$ cat src/rtl/mul6_op_seq.sv
// Operand sequencer for the 6x6 signed pipelined multiplier: queues operand pairs,
// holds each pair stable for the multiplier latency, then captures the product.
module mul6_op_seq #(
    parameter int WIDTH      = 6,
    parameter int PWIDTH     = 11,
    parameter int LATENCY    = 7,
    parameter int FIFO_DEPTH = 2
) (
    input  logic              clk,
    input  logic              rst_n,
    input  logic              in_valid,
    output logic              in_ready,
    input  logic [WIDTH-1:0]  in_a,
    input  logic [WIDTH-1:0]  in_b,
    output logic [WIDTH-1:0]  mul_a,
    output logic [WIDTH-1:0]  mul_b,
    output logic              mul_en,
    input  logic [PWIDTH-1:0] mul_p,
    output logic              out_valid,
    input  logic              out_ready,
    output logic [PWIDTH-1:0] out_data,
    output logic              out_ovf,
    output logic [7:0]        op_count
);

    localparam int PTR_W = (FIFO_DEPTH > 1) ? $clog2(FIFO_DEPTH) : 1;
    localparam int OCC_W = $clog2(FIFO_DEPTH + 1);
    localparam int CNT_W = $clog2(LATENCY + 1);
    localparam logic [OCC_W-1:0] DEPTH_C = OCC_W'(FIFO_DEPTH);
    localparam logic [CNT_W-1:0] LAT_C   = CNT_W'(LATENCY);

    typedef enum logic [1:0] {
        S_IDLE = 2'd0,
        S_HOLD = 2'd1,
        S_DONE = 2'd2
    } state_t;

    // The only product that does not fit PWIDTH bits is MIN x MIN.
    function automatic logic is_min(input logic [WIDTH-1:0] v);
        return v == {1'b1, {(WIDTH-1){1'b0}}};
    endfunction

    state_t                  state_r;
    state_t                  state_nx_s;
    logic [CNT_W-1:0]        cnt_r;
    logic                    ovf_flag_r;
    logic [WIDTH-1:0]        mul_a_r;
    logic [WIDTH-1:0]        mul_b_r;
    logic                    mul_en_r;
    logic                    out_valid_r;
    logic [PWIDTH-1:0]       out_data_r;
    logic                    out_ovf_r;
    logic [7:0]              op_count_r;

    logic [2*WIDTH-1:0]      fifo_mem_r [FIFO_DEPTH];
    logic [PTR_W-1:0]        wr_ptr_r;
    logic [PTR_W-1:0]        rd_ptr_r;
    logic [OCC_W-1:0]        occ_r;

    logic                    in_ready_s;
    logic                    fifo_empty_s;
    logic                    push_s;
    logic                    pop_s;
    logic                    capture_s;
    logic [2*WIDTH-1:0]      head_s;

    assign in_ready_s   = (occ_r < DEPTH_C);
    assign fifo_empty_s = (occ_r == {OCC_W{1'b0}});
    assign push_s       = in_valid & in_ready_s;
    assign head_s       = fifo_mem_r[rd_ptr_r];

    // Next-state decode; a pop always coincides with loading the multiplier operands.
    always_comb begin
        state_nx_s = state_r;
        pop_s      = 1'b0;
        capture_s  = 1'b0;
        case (state_r)
            S_IDLE: begin
                if (!fifo_empty_s) begin
                    pop_s      = 1'b1;
                    state_nx_s = S_HOLD;
                end else begin
                    state_nx_s = S_IDLE;
                end
            end
            S_HOLD: begin
                if (cnt_r == LAT_C) begin
                    capture_s  = 1'b1;
                    state_nx_s = S_DONE;
                end else begin
                    state_nx_s = S_HOLD;
                end
            end
            S_DONE: begin
                if (out_ready) begin
                    if (!fifo_empty_s) begin
                        pop_s      = 1'b1;
                        state_nx_s = S_HOLD;
                    end else begin
                        state_nx_s = S_IDLE;
                    end
                end else begin
                    state_nx_s = S_DONE;
                end
            end
            default: begin
                state_nx_s = S_IDLE;
            end
        endcase
    end

    // State register.
    always_ff @(posedge clk or negedge rst_n) begin
        if (!rst_n) begin
            state_r <= S_IDLE;
        end else begin
            state_r <= state_nx_s;
        end
    end

    // Operand FIFO storage, pointers and occupancy.
    always_ff @(posedge clk or negedge rst_n) begin
        if (!rst_n) begin
            for (int i = 0; i < FIFO_DEPTH; i++) begin
                fifo_mem_r[i] <= {(2*WIDTH){1'b0}};
            end
            wr_ptr_r <= {PTR_W{1'b0}};
            rd_ptr_r <= {PTR_W{1'b0}};
            occ_r    <= {OCC_W{1'b0}};
        end else begin
            if (push_s) begin
                fifo_mem_r[wr_ptr_r] <= {in_a, in_b};
                wr_ptr_r             <= wr_ptr_r + PTR_W'(1);
            end
            if (pop_s) begin
                rd_ptr_r <= rd_ptr_r + PTR_W'(1);
            end
            if (push_s && !pop_s) begin
                occ_r <= occ_r + OCC_W'(1);
            end else if (pop_s && !push_s) begin
                occ_r <= occ_r - OCC_W'(1);
            end else begin
                occ_r <= occ_r;
            end
        end
    end

    // Operand registers, hold counter and result capture.
    always_ff @(posedge clk or negedge rst_n) begin
        if (!rst_n) begin
            cnt_r       <= {CNT_W{1'b0}};
            ovf_flag_r  <= 1'b0;
            mul_a_r     <= {WIDTH{1'b0}};
            mul_b_r     <= {WIDTH{1'b0}};
            mul_en_r    <= 1'b0;
            out_valid_r <= 1'b0;
            out_data_r  <= {PWIDTH{1'b0}};
            out_ovf_r   <= 1'b0;
            op_count_r  <= 8'd0;
        end else begin
            if (pop_s) begin
                mul_a_r    <= head_s[2*WIDTH-1:WIDTH];
                mul_b_r    <= head_s[WIDTH-1:0];
                ovf_flag_r <= is_min(head_s[2*WIDTH-1:WIDTH]) & is_min(head_s[WIDTH-1:0]);
                cnt_r      <= {CNT_W{1'b0}};
                mul_en_r   <= 1'b1;
            end else if (capture_s) begin
                mul_en_r <= 1'b0;
            end else if (state_r == S_HOLD) begin
                cnt_r <= cnt_r + CNT_W'(1);
            end else begin
                cnt_r <= cnt_r;
            end

            if (capture_s) begin
                out_valid_r <= 1'b1;
                out_data_r  <= mul_p;
                out_ovf_r   <= ovf_flag_r;
                op_count_r  <= op_count_r + 8'd1;
            end else if ((state_r == S_DONE) && out_ready) begin
                out_valid_r <= 1'b0;
            end else begin
                out_valid_r <= out_valid_r;
            end
        end
    end

    assign in_ready  = in_ready_s;
    assign mul_a     = mul_a_r;
    assign mul_b     = mul_b_r;
    assign mul_en    = mul_en_r;
    assign out_valid = out_valid_r;
    assign out_data  = out_data_r;
    assign out_ovf   = out_ovf_r;
    assign op_count  = op_count_r;

endmodule

$ cat config.mk
export PLATFORM = sky130hd
export DESIGN_NAME = mul6_op_seq
export DESIGN_NICKNAME = d
export VERILOG_FILES = /design/src/rtl/mul6_op_seq.sv
export SDC_FILE = /design/constraint.sdc
export NUM_CORES = 1
export LEC_CHECK = 0
export CORE_MARGIN = 2
export CORE_UTILIZATION = 34
export DETAILED_ROUTE_END_ITERATION = 10
export GPL_ROUTABILITY_DRIVEN = 0
export MAX_ROUTING_LAYER = met4
export SLEW_MARGIN = 25
export SYNTH_ARGS = -nofsm -noshare
export SYNTH_HDL_FRONTEND = slang
export SYNTH_SLANG_ARGS = --single-unit
$ cat constraint.sdc
create_clock -name clk -period 4.45 [get_ports clk]
set_clock_uncertainty 0.1 [all_clocks]
set_input_delay 0.89 -clock clk [delete_from_list [all_inputs] [get_ports clk]]
set_output_delay 0.89 -clock clk [all_outputs]
set_load 0.01 [all_outputs]
==> out/metrics.cfg <==
[synth]
syn-instance-count=241
synthesis.area_um2=2890
cell_taking_the_most_area_after_synthesis=sky130_fd_sc_hd__dfrtp_1
synth_top_cells_by_area=sky130_fd_sc_hd__dfrtp_1 (59%), sky130_fd_sc_hd__mux2_1 (9.4%), sky130_fd_sc_hd__nand2_1 (6.0%)
synth_top_family_by_area=simple AND/OR/NAND/NOR gates
synth_xor_xnor_area_share_pct=3.94
synth-warning-count=0
synth_compound_gate_area_share_pct=3.73
synth_fp_nets=272
seq_area_frac_synth_pct=58.9
post_synth.cell_area_avg_um2=12.0
synthAdderAreaFrac_pct=1.73
synth_cell_types=33
postSynthRegisterBits=68
synth_largest_type_area_fraction_pct=58.9
share_of_synthesized_area_spent_on_multiplexers_pct=14.2
synthSimpleGateAreaFrac_pct=14.8

[power_and_ir_drop]
clockPowerShare_pct=21.2
power_per_cell_area_nw_per_um2=692
total_switching_power_mw=0.860
power_frac_seq_pct=43.0
p_sw_share_pct=32.7
power_frac_comb_pct=35.8
finalPower_mw=2.63
p_int_mw=1.77
ir_worst_vdd_uv=308
leakage_nw=1.67

[global_route]
grt_first_pass_wirelength_um=9410
overflow=0
grt.met1_usage_pct=17.6
antenna_found_initial=0
busiest_layer=met2
grt_pass1_vias=1899
global_route.usage.met3_pct=4.46
global_route.usage.total_pct=14.1
maximum_number_of_pins_on_one_net_before_global_route_repair=37
global_route.usage.met2_pct=21.4

[timing]
final_period_minus_worst_setup_slack_ns=2.58
final_min_period_over_clock_period_pct=58.0
finalHoldWorstSlack_ns=0.380
setup_tns_ns=0
drv_slew=0
worst_slew_pin_slew_ns=0.815
hold_viol=0
fmax_ghz=0.388
slew_headroom_pct=45.7
setup_viol=0
rsz0062_at_grt=no

[finish]
post_route_cells_drive_above_1_share_pct=8.36
layout_overhead_on_the_synthesized_area_pct=31.7
antennaDiodeCount=0
num-nets-final=337

[min_path]
hold_path_class=reg2reg

[detailed_routing]
drt_first_iter_violations=55
drt_pre_antenna_iters=4
route.detailed.drc=0
detail_route.wirelength_um=5640
drt-wirelength-per-cell_um=13.6
number_of_vias_after_detailed_routing=1945
via_per_inst=4.68
detail-route-antenna-nets=0

[clocking]
cts_bufs_inserted=9
clk_pin_slew_ns=0.07
post_cts_resized=0
cts_num_sinks=68
h_tree_lvls=3
post_cts_hold_buffer_count=0
tritoncts=done
clk_latency_ns=0.34
ctsRootBufferMaster=sky130_fd_sc_hd__clkbuf_8
post-cts-setup-buffer-count=0
cts.path.max_buffers=2

[worst_setup_path]
worstSetupEndpointType=flop
critical_path_arrival_ns=2.75
critPathMaxFanout=31
critPathKind=in2reg
timing.critical_path.required_ns=4.62
crit_path_start_kind=primary input

[placement]
port_buffers=61
place.detailed.hpwl_um=3920

[die]
chipHeight_um=96.2
floorplan.core_area_um2=8220
die_area_um2=9250
die_width_um=96.2
ioPinCount=62
initial_standard_cell_utilization_of_the_core_pct=35.1
row_count=33

[outcome]
run_status=finished clean

[job]
maxCapViolCount=0

## synth_stat cells, drive strengths merged
cell and count:
or2 1, nand3b 1, inv 4, and2b 2, nor3b 1, buf 10, o21ai 1, xnor2 10
or4 1, nor4b 2, mux2 24, xor2 3, o22ai 2, nand2 46, nand3 2, nor2b 1
or4b 3, nor3 3, dfrtp 68, o31ai 1, a31oi 1, and3 1, nor2 19, a21oi 14
mux2i 14, nand4 2, ha 4
## placed cells by master (no fill, tap or decap), drive strengths merged, types with 3 or more instances in the layout
cell type      Yosys  layout
a21oi             14      14
dfrtp             68      68
clkdlybuf4s50      0      60
xnor2             10      10
or4b               3       3
ha                 4       4
mux2i             14      14
nand2             46      46
nor3               3       3
buf               10       4
mux2              24      24
xor2               3       3
inv                4       4
clkbuf             0      12
nor2              19      19
## worst max-delay path, stage by stage
cell and delay (ns):
sky130_fd_sc_hd__clkdlybuf4s50_1 0.50, sky130_fd_sc_hd__and2b_1 0.22, sky130_fd_sc_hd__nor3_4 0.15, sky130_fd_sc_hd__buf_4 0.32, sky130_fd_sc_hd__inv_2 0.09, sky130_fd_sc_hd__ha_1 0.32
sky130_fd_sc_hd__nor2_1 0.14, sky130_fd_sc_hd__xnor2_1 0.12
## flip-flops by register name (all words and copies together) (netlist names)
signal and count:
out_valid 1, out_data 11, out_ovf 1, mul_en 1
mul_b 6, fifo_mem_r 24, ovf_flag_r 1, state_r 2
op_count 8, wr_ptr_r 1, rd_ptr_r 1, mul_a 6
occ_r 2, cnt_r 3
## final timing paths
check	startpoint	endpoint	slack, ns	depth (start not counted)
min in group asynchronous	rst_n	out_data[10]	0.54	1
min reg2reg	out_data[4]	out_data[4]	0.38	2
max reg2reg	state_r[1]	occ_r[1]	2.46	7
min	out_data[4]	out_data[4]	0.38	2
max	out_ready	occ_r[1]	1.87	8
max in group asynchronous	rst_n	fifo_mem_r[0]	2.96	2
## metal layers
metal / vias up / wire [um]
met3: 10 / 385
li1: 949 / -
met5: - / 0
met2: 58 / 2500
met4: 0 / 97
met1: 928 / 2650
## layout make-up
class	instances	area, um^2
clock inverter	4	72.6
clock buffer	12	145
inverter	4	15.0
tap	105	131
timing repair buffer	64	628
sequential	68	1700
fill	791	4410
multi-input combinational	159	1110
## power groups by stage
stage	Combinational (mW)	Sequential (mW)	Clock, mW
floorplan	0.553	1.13	0
global placement	0.942	1.15	0
detailed placement	0.959	1.15	0
CTS	0.964	1.14	0.577
global route	1.07	1.18	0.609
finish	0.942	1.13	0.559
## stage by stage
step           util (%)  std cells  area [um^2]  setup slack, ns
2_1_floorplan         -        241         2890             2.39
3_3_place_gp       43.6        400         3590             1.54
3_5_place_dp       43.6        400         3590             1.52
4_1_cts            46.3        416         3800             1.87
5_1_grt            46.3        416         3800             1.74
6_report           46.3        416         3800             1.87
## cell families after synthesis
family / Yosys count
xor+xnor: 13
mux: 38
compound gates: 19
fa+ha+maj: 4
simple gates: 85
buf+inv: 14
flops: 68
Note: power is estimated with default switching activity, not from simulation.
